[src/rtl/lcd_char_writer.sv]
// rtl/lcd_char_writer.sv - HD44780 8-bit write engine: power-up init, then line-1 refresh of eight ASCII digits
module lcd_char_writer #(
    parameter int POWERUP_CYCLES = 20000,
    parameter int STEP_CYCLES    = 50,
    parameter int E_HIGH         = 20,
    parameter int CLEAR_CYCLES   = 2000
) (
    input  logic        clk,
    input  logic        nreset,
    input  logic        en,
    input  logic [63:0] digits,
    output logic        lcd_e,
    output logic        lcd_rs,
    output logic        lcd_rw,
    output logic [7:0]  lcd_data,
    output logic        init_done,
    output logic        frame_done
);

    localparam int MAX_A   = (POWERUP_CYCLES > CLEAR_CYCLES) ? POWERUP_CYCLES : CLEAR_CYCLES;
    localparam int MAX_CYC = (MAX_A > STEP_CYCLES) ? MAX_A : STEP_CYCLES;
    localparam int CNT_W   = $clog2(MAX_CYC) + 1;

    localparam logic [CNT_W-1:0] P_LAST = CNT_W'(POWERUP_CYCLES - 1);
    localparam logic [CNT_W-1:0] S_LAST = CNT_W'(STEP_CYCLES - 1);
    localparam logic [CNT_W-1:0] C_LAST = CNT_W'(CLEAR_CYCLES - 1);
    localparam logic [CNT_W-1:0] E_LAST = CNT_W'(E_HIGH);

    typedef enum logic [2:0] {
        S_PWRUP,
        S_FSET,
        S_DISP,
        S_ENTRY,
        S_CLEAR,
        S_IDLE,
        S_ADDR,
        S_DATA
    } state_t;

    state_t           state_q, state_d;
    logic [CNT_W-1:0] tick_q, tick_d;
    logic [2:0]       char_q, char_d;
    logic [63:0]      snap_q, snap_d;
    logic             init_done_q, init_done_d;
    logic             frame_done_q, frame_done_d;
    logic             lcd_e_q, lcd_e_d;
    logic             lcd_rs_q, lcd_rs_d;
    logic [7:0]       lcd_data_q, lcd_data_d;
    logic [CNT_W-1:0] last_tick;
    logic [7:0]       snap_byte;
    logic             bus_step;

    always_ff @(posedge clk or negedge nreset) begin
        if (!nreset) begin
            state_q      <= S_PWRUP;
            tick_q       <= '0;
            char_q       <= '0;
            snap_q       <= '0;
            init_done_q  <= 1'b0;
            frame_done_q <= 1'b0;
            lcd_e_q      <= 1'b0;
            lcd_rs_q     <= 1'b0;
            lcd_data_q   <= 8'h00;
        end else begin
            state_q      <= state_d;
            tick_q       <= tick_d;
            char_q       <= char_d;
            snap_q       <= snap_d;
            init_done_q  <= init_done_d;
            frame_done_q <= frame_done_d;
            lcd_e_q      <= lcd_e_d;
            lcd_rs_q     <= lcd_rs_d;
            lcd_data_q   <= lcd_data_d;
        end
    end

    always_comb begin
        state_d     = state_q;
        tick_d      = tick_q;
        char_d      = char_q;
        snap_d      = snap_q;
        init_done_d = init_done_q;

        case (state_q)
            S_PWRUP: last_tick = P_LAST;
            S_CLEAR: last_tick = C_LAST;
            default: last_tick = S_LAST;
        endcase

        if (state_q == S_IDLE) begin
            if (en) begin
                state_d = S_ADDR;
                tick_d  = '0;
            end
        end else if (tick_q == last_tick) begin
            tick_d = '0;
            case (state_q)
                S_PWRUP: state_d = S_FSET;
                S_FSET:  state_d = S_DISP;
                S_DISP:  state_d = S_ENTRY;
                S_ENTRY: state_d = S_CLEAR;
                S_CLEAR: begin
                    state_d     = S_IDLE;
                    init_done_d = 1'b1;
                end
                S_ADDR: begin
                    state_d = S_DATA;
                    char_d  = 3'd0;
                end
                S_DATA: begin
                    // en is only looked at on frame boundaries, so frames are never cut short
                    if (char_q == 3'd7) begin
                        state_d = en ? S_ADDR : S_IDLE;
                    end else begin
                        char_d = char_q + 3'd1;
                    end
                end
                default: state_d = S_PWRUP;
            endcase
        end else begin
            tick_d = tick_q + 1'b1;
        end

        if (state_q == S_ADDR && tick_q == '0) begin
            snap_d = digits;
        end
    end

    // Bus outputs are decoded from the next state/tick so the registered pins line up with tick 0
    always_comb begin
        case (char_d)
            3'd0:    snap_byte = snap_q[63:56];
            3'd1:    snap_byte = snap_q[55:48];
            3'd2:    snap_byte = snap_q[47:40];
            3'd3:    snap_byte = snap_q[39:32];
            3'd4:    snap_byte = snap_q[31:24];
            3'd5:    snap_byte = snap_q[23:16];
            3'd6:    snap_byte = snap_q[15:8];
            default: snap_byte = snap_q[7:0];
        endcase

        lcd_rs_d   = 1'b0;
        lcd_data_d = 8'h00;
        bus_step   = 1'b1;
        case (state_d)
            S_FSET:  lcd_data_d = 8'h38;
            S_DISP:  lcd_data_d = 8'h0C;
            S_ENTRY: lcd_data_d = 8'h06;
            S_CLEAR: lcd_data_d = 8'h01;
            S_ADDR:  lcd_data_d = 8'h80;
            S_DATA: begin
                lcd_rs_d   = 1'b1;
                lcd_data_d = snap_byte;
            end
            default: bus_step = 1'b0;
        endcase

        lcd_e_d      = bus_step && (tick_d != '0) && (tick_d <= E_LAST);
        frame_done_d = (state_d == S_DATA) && (char_d == 3'd7) && (tick_d == S_LAST);
    end

    assign lcd_e      = lcd_e_q;
    assign lcd_rs     = lcd_rs_q;
    assign lcd_rw     = 1'b0;
    assign lcd_data   = lcd_data_q;
    assign init_done  = init_done_q;
    assign frame_done = frame_done_q;

endmodule
[config.mk]
export PLATFORM = sky130hd
export DESIGN_NAME = lcd_char_writer
export DESIGN_NICKNAME = d
export VERILOG_FILES = /design/src/rtl/lcd_char_writer.sv
export SDC_FILE = /design/constraint.sdc
export NUM_CORES = 1
export LEC_CHECK = 0
export ABC_AREA = 1
export CORE_ASPECT_RATIO = 1.25
export CORE_UTILIZATION = 50
export CTS_BUF_LIST = sky130_fd_sc_hd__clkbuf_4
export DETAILED_ROUTE_END_ITERATION = 10
export PLACE_DENSITY = 0.75
export SKIP_CTS_REPAIR_TIMING = 1
export SKIP_LAST_GASP = 1
export SLEW_MARGIN = 5
export SYNTH_ARGS = -nofsm -noshare
export SYNTH_HDL_FRONTEND = slang
export SYNTH_SLANG_ARGS = --single-unit
[constraint.sdc]
create_clock -name clk -period 5.6 [get_ports clk]
set_clock_uncertainty 0.2 [all_clocks]
set_input_delay 0.56 -clock clk [delete_from_list [all_inputs] [get_ports clk]]
set_output_delay 0.56 -clock clk [all_outputs]
set_load 0.005 [all_outputs]
### After elaboration in Yosys (flattened, before gate mapping)

Index checks and enable logic that the tools add are counted.

* register bits: 98
* latch bits: 0
* RAM bits: 0
* bits in read-only memories: 0
* bits of input ports: 67
* logic and storage cells: 65
* memories kept: 0

* add/subtract/negate cells: 2
* multiply operators: 0
* divide/modulo/power cells: 0
* magnitude comparators: 1
* equality and inequality tests: 23
* shift-type cells: 0
* mux-type cells: 18
* bitwise operators: 1
* reductions and logical operators: 11

Operators with widths (number)
* $pmux W8 S7: 1
* $mux W16: 3
* $pmux W8 S6: 1
* $eq A3 B3 Y1 const B: 12
* $pmux W15 S2: 1
* $mux W3: 7
* $pmux W3 S7: 1
* $eq A3 B2 Y1 const B: 6
* $add A16 B1 Y16 const B: 1
* $eq A16 B16 Y1: 1
* $eq A16 B6 Y1 const B: 1
* $le A16 B5 Y1 const B: 1
* $logic_not A16 Y1: 1
* $reduce_bool A16 Y1: 1
* $eq A3 B1 Y1 const B: 3
* $logic_not A3 Y1: 2
* $pmux W3 S2: 1
* $reduce_or A6 Y1: 1
* $logic_and A1 B1 Y1: 5
* $add A3 B1 Y3 const B: 1
* $reduce_and A3 Y1: 1
* $mux W1: 2
* $mux W2: 1
* $not A1 Y1: 1

### Logic depth before layout (Yosys ltp)

* depth after elaboration: 10
* gate-level depth with buffers: 19
* mapped depth without buffers: 17

### Least setup slack after synthesis

Ideal clock, no wire load.

* path kind: register -> register
* from: register state_q[1]
* to: register lcd_data_q[4], in the netlist lcd_data[4]
* arrival: 1.959 ns
* setup slack: 3.322 ns
* stages on the path, launching flop included: 17
* clock period less this slack: 2.278 ns
* cells stage by stage: dfrtp_1 -> nor2_4 -> buf_6 -> nand3_1 -> nand2_1 -> nand3_2 -> nor2_4 -> nand3_1 -> nand2_2 -> nand2_4 -> nor2_4 -> inv_2 -> buf_6 -> nor2_1 -> nor2_1 -> nand2_1 -> nand2_1

* word-level cells in the longest chain between the ends: 8

Ends and longest elaborated chain
* from (decl): line 40 `state_t state_q, state_d;`
* from (signal assigned): line 65 `state_q <= state_d;`
* $eq A3 B3 Y1 / $logic_not A3 Y1 (equally long branches): line 84 `case (state_q)`
* $pmux W15 S2: line 84
* $eq A16 B16 Y1: line 95 `end else if (tick_q == last_tick) begin`
* $mux W3: line 95
* $mux W3 (*): line 90 `if (state_q == S_IDLE) begin`
* named net char_d[1]: line 42 `logic [2:0] char_q, char_d;`
* $eq A3 B3 Y1 (tied with other cells): line 131 `case (char_d)`
* $pmux W8 S7 (*): line 131
* $pmux W8 S6 (*): line 145 `case (state_d)`
* named net lcd_data_d[4]: line 48 `logic [7:0] lcd_data_q, lcd_data_d;`
* to (signal assigned): line 73 `lcd_data_q <= lcd_data_d;`
* to (decl): line 48

Mark *: on every way through the listed nets, which the timed path passes. The rest lies on a longest branch.
A chain may end at the register's enable or synchronous reset.

### Worst setup path after layout

* from: register state_q[1]
* to: register lcd_data_q[5], in the netlist lcd_data[5]

* word-level cells in the longest chain between the ends: 8

Ends and longest elaborated chain (line)
* $eq A3 B3 Y1 / $logic_not A3 Y1 (equally long branches): 84, 97
* $pmux W15 S2: 84
* $eq A16 B16 Y1: 95
* $mux W3: 95
* $mux W3: 90
* $eq A3 B3 Y1 (tied with other cells): 131
* $pmux W8 S7: 131
* $pmux W8 S6 (*): 145
* named net lcd_data_d[5]: 48

Marked as above.

==> impl_metrics.ini <==
[critical_path]
crit_cells = 17
critPathTopFamily = simple AND/OR/NAND/NOR gates
slowest_delay_ps = 610
worst_setup_path_start_kind = register
critical_path_class = reg2reg
cp-end-kind = register
required_ps = 5750
path_max_fanout = 29
crit_buf_inv = 3
crit_chain = nor2_4 -> nand2_2 -> nand2_1 -> nand2_1 -> nor2_1 -> nand4_1 -> nand2_1 -> nand2_1 -> buf_4 -> inv_1 -> nor2_4 -> inv_2 -> nand2_1 -> nor2_1 -> nand2_1 -> nand2_1 -> nand2_1
crit_top_cell = nand2_1
r2r_cells = 17
worst_path_max_delay_cell = inv_1
reg2reg_slack_ps = 2000
worstSetupStartpoint = state_q[1]
crit_arrival_ps = 3750
reg2reg_from = state_q[1]
r2r_end = lcd_data[5]
cp-endpoint = lcd_data[5]

[synth]
yosys_register_bits = 98
ys_types = 35
synth_warnings = 0
yosysSeqAreaShare_pct = 45.4
synth.avg_cell_area_um2 = 8.50
synth_edf_count = 0
ys.flop_type = dfrtp_1
syn_nets = 706
syn_inst = 636
syn_area_um2 = 5400
synthArstFlopShare_pct = 100

[timing]
slew_headroom_pct = 47.7
fin_setup_tns_ps = 0
rsz0062_at_grt = no
min_period_ps = 3600
finalHoldViolations = 0
slew_viol_final = 0
fmax_mhz = 278
worstMarginPinSlew_ps = 784
fin_ws_ps = 2000
period_share_pct = 64.2
setup_viol = 0

[routing]
first_pass_iters = 5
wl_per_cell_um = 16.1
wirelength_mm = 13.5
ant_nets = 0
via_per_inst = 5.50
first_iter_violations = 252
vias = 4624
drc = 0

[floorplan]
dieArea_um2 = 11200
die_h_um = 118
io_pins = 80
initial_core_util_pct = 51.2
rows = 42
core_um2 = 10600
die_w_um = 95.0

[layout]
n_fill_cell = 875
drive_above_1_share_pct = 15.7
regArea_um2 = 2450
diodes = 0
nNetsFinal = 774
stdcell_area_um2 = 6370
multi_input_area_um2 = 2630
utilization_pct = 60.3
syn_to_final_growth_pct = 17.8

[clock_network]
htreeDepth = 3
cts_made_buffers = 9
clkLatencyLatePin_ps = 450
cts_tree = built
clock-sinks = 98
cts_root_buffer = clkbuf_4
cts_buffer_depth = 2
path_clk_slew_ps = 160

[power]
ir_worst_vdd_mv = 0.163
p_comb_share_pct = 7.6
p_sw_share_pct = 25.0
pwr_density_cell_nw_per_um2 = 187
p_seq_share_pct = 62.6
p_leak_nw = 3.04
internal-power_mw = 0.894
clkPwrFrac_pct = 29.8
p_sw_mw = 0.298

[run]
maxCapViolCount = 0

[global_routing]
grt_antenna_before_repair = 0
grt_pass1_vias = 4608
globalRouteTotalUtil_pct = 26.0
grt_start_max_net_pins = 65
grt_pass1_wl_mm = 22.1
grt-ovfl-total = 0

[place]
gp_congestion = 0.912
dp_hpwl_mm = 10.3
port_buffers = 78
post_dp_cell_area_um2 = 6230
dp_slack_ps = 2090

[run_status]
status = finished clean

[worst_hold_path]
hold_path.class = reg2reg
## power by group through the flow
stage / registers [mW] / logic (mW) / clock network (mW)
floorplan: 0.753 / 0.0258 / 0
finish: 0.746 / 0.0909 / 0.355
CTS: 0.746 / 0.0920 / 0.364
global route: 0.749 / 0.100 / 0.395
detailed placement: 0.759 / 0.0919 / 0
global placement: 0.759 / 0.0891 / 0
## metal layers
metal	share of wire (%)	wire (um)	global-route usage (%)	vias to the layer above
met5	0	0	0	-
met2	53	7180	45.6	149
li1	-	-	-	2232
met3	4.2	573	3.73	33
met1	39	5250	30.6	2210
met4	3.9	524	11.9	0
## flip-flops by register name, indices dropped and copies added (netlist names)
name        flops
char_q          3
frame_done      1
init_done       1
lcd_data        8
lcd_e           1
lcd_rs          1
snap_q         64
state_q         3
tick_q         16
## cell families after synthesis
logic type | after synthesis | share of synthesized area [%]
fa+ha+maj | 3 | 0.695
xor+xnor | 8 | 1.30
flops | 98 | 45.4
other cells | 1 | 0.0694
buf+inv | 75 | 6.11
compound gates | 36 | 3.82
mux | 64 | 13.3
simple gates | 351 | 29.3
## area by class of cell
class | count | share of cell area [%]
repair buffers | 82 | 12.7
clock buffers | 10 | 1.18
well taps | 132 | 2.59
multi-input cells | 463 | 41.2
flip-flops and latches | 98 | 38.5
clock inverters | 6 | 0.786
inverters | 50 | 2.95
## synthesized netlist by cell type (2+ instances only)
library cell | instances | area (um2)
buf_6 | 2 | 22.5
ha_1 | 3 | 37.5
xor2_1 | 8 | 70.1
o22ai_1 | 6 | 37.5
nor2_1 | 78 | 293
nor2_2 | 4 | 25.0
a21oi_1 | 5 | 25.0
nand2_1 | 149 | 559
and3_1 | 2 | 12.5
nand3_2 | 2 | 20.0
nand2_2 | 7 | 43.8
nand3_1 | 76 | 380
inv_1 | 47 | 176
dfrtp_1 | 98 | 2450
mux2_2 | 64 | 721
o21ai_0 | 19 | 95.1
nand4_1 | 12 | 75.1
nand2_4 | 3 | 33.8
nor3_1 | 5 | 25.0
nor4_1 | 3 | 18.8
nand3b_1 | 3 | 22.5
clkbuf_1 | 6 | 22.5
inv_2 | 3 | 11.3
buf_4 | 5 | 37.5
nor2_4 | 6 | 67.6
buf_2 | 11 | 55.1
## worst min path at each step
stage | start | end | depth (start not counted)
after global routing | init_done | init_done | 1
after CTS | nreset | init_done | 1
final | init_done | init_done | 1
after global placement | init_done | init_done | 1
after floorplan | nreset | char_q[0] | 0
after detailed placement | init_done | init_done | 1
## per-stage QoR
| step | total power [mW] | instances | hold slack, ps |
|---|---|---|---|
| floorplan | 0.778 | 636 | 64.4 |
| global placement | 0.848 | 824 | 279 |
| detailed placement | 0.851 | 824 | 267 |
| CTS | 1.20 | 840 | -145 |
| global route | 1.24 | 841 | 333 |
| finish | 1.19 | 841 | 293 |
## cells in the final DEF, fill, tap and decap left out, drive strengths merged
master	count
a21boi	1
a21oi	5
a22oi	1
a31oi	1
and2	1
and3	2
buf	4
clkbuf	10
clkdlybuf4s50	77
clkinv	2
clkinvlp	1
conb	1
dfrtp	98
dlygate4sd3	1
ha	3
inv	53
mux2	64
nand2	159
nand3	78
nand3b	3
nand4	12
nor2	88
nor3	5
nor4	3
o211ai	1
o21ai	19
o21bai	1
o221ai	1
o22ai	6
xor2	8
Note: power is estimated with default switching activity, not from simulation.
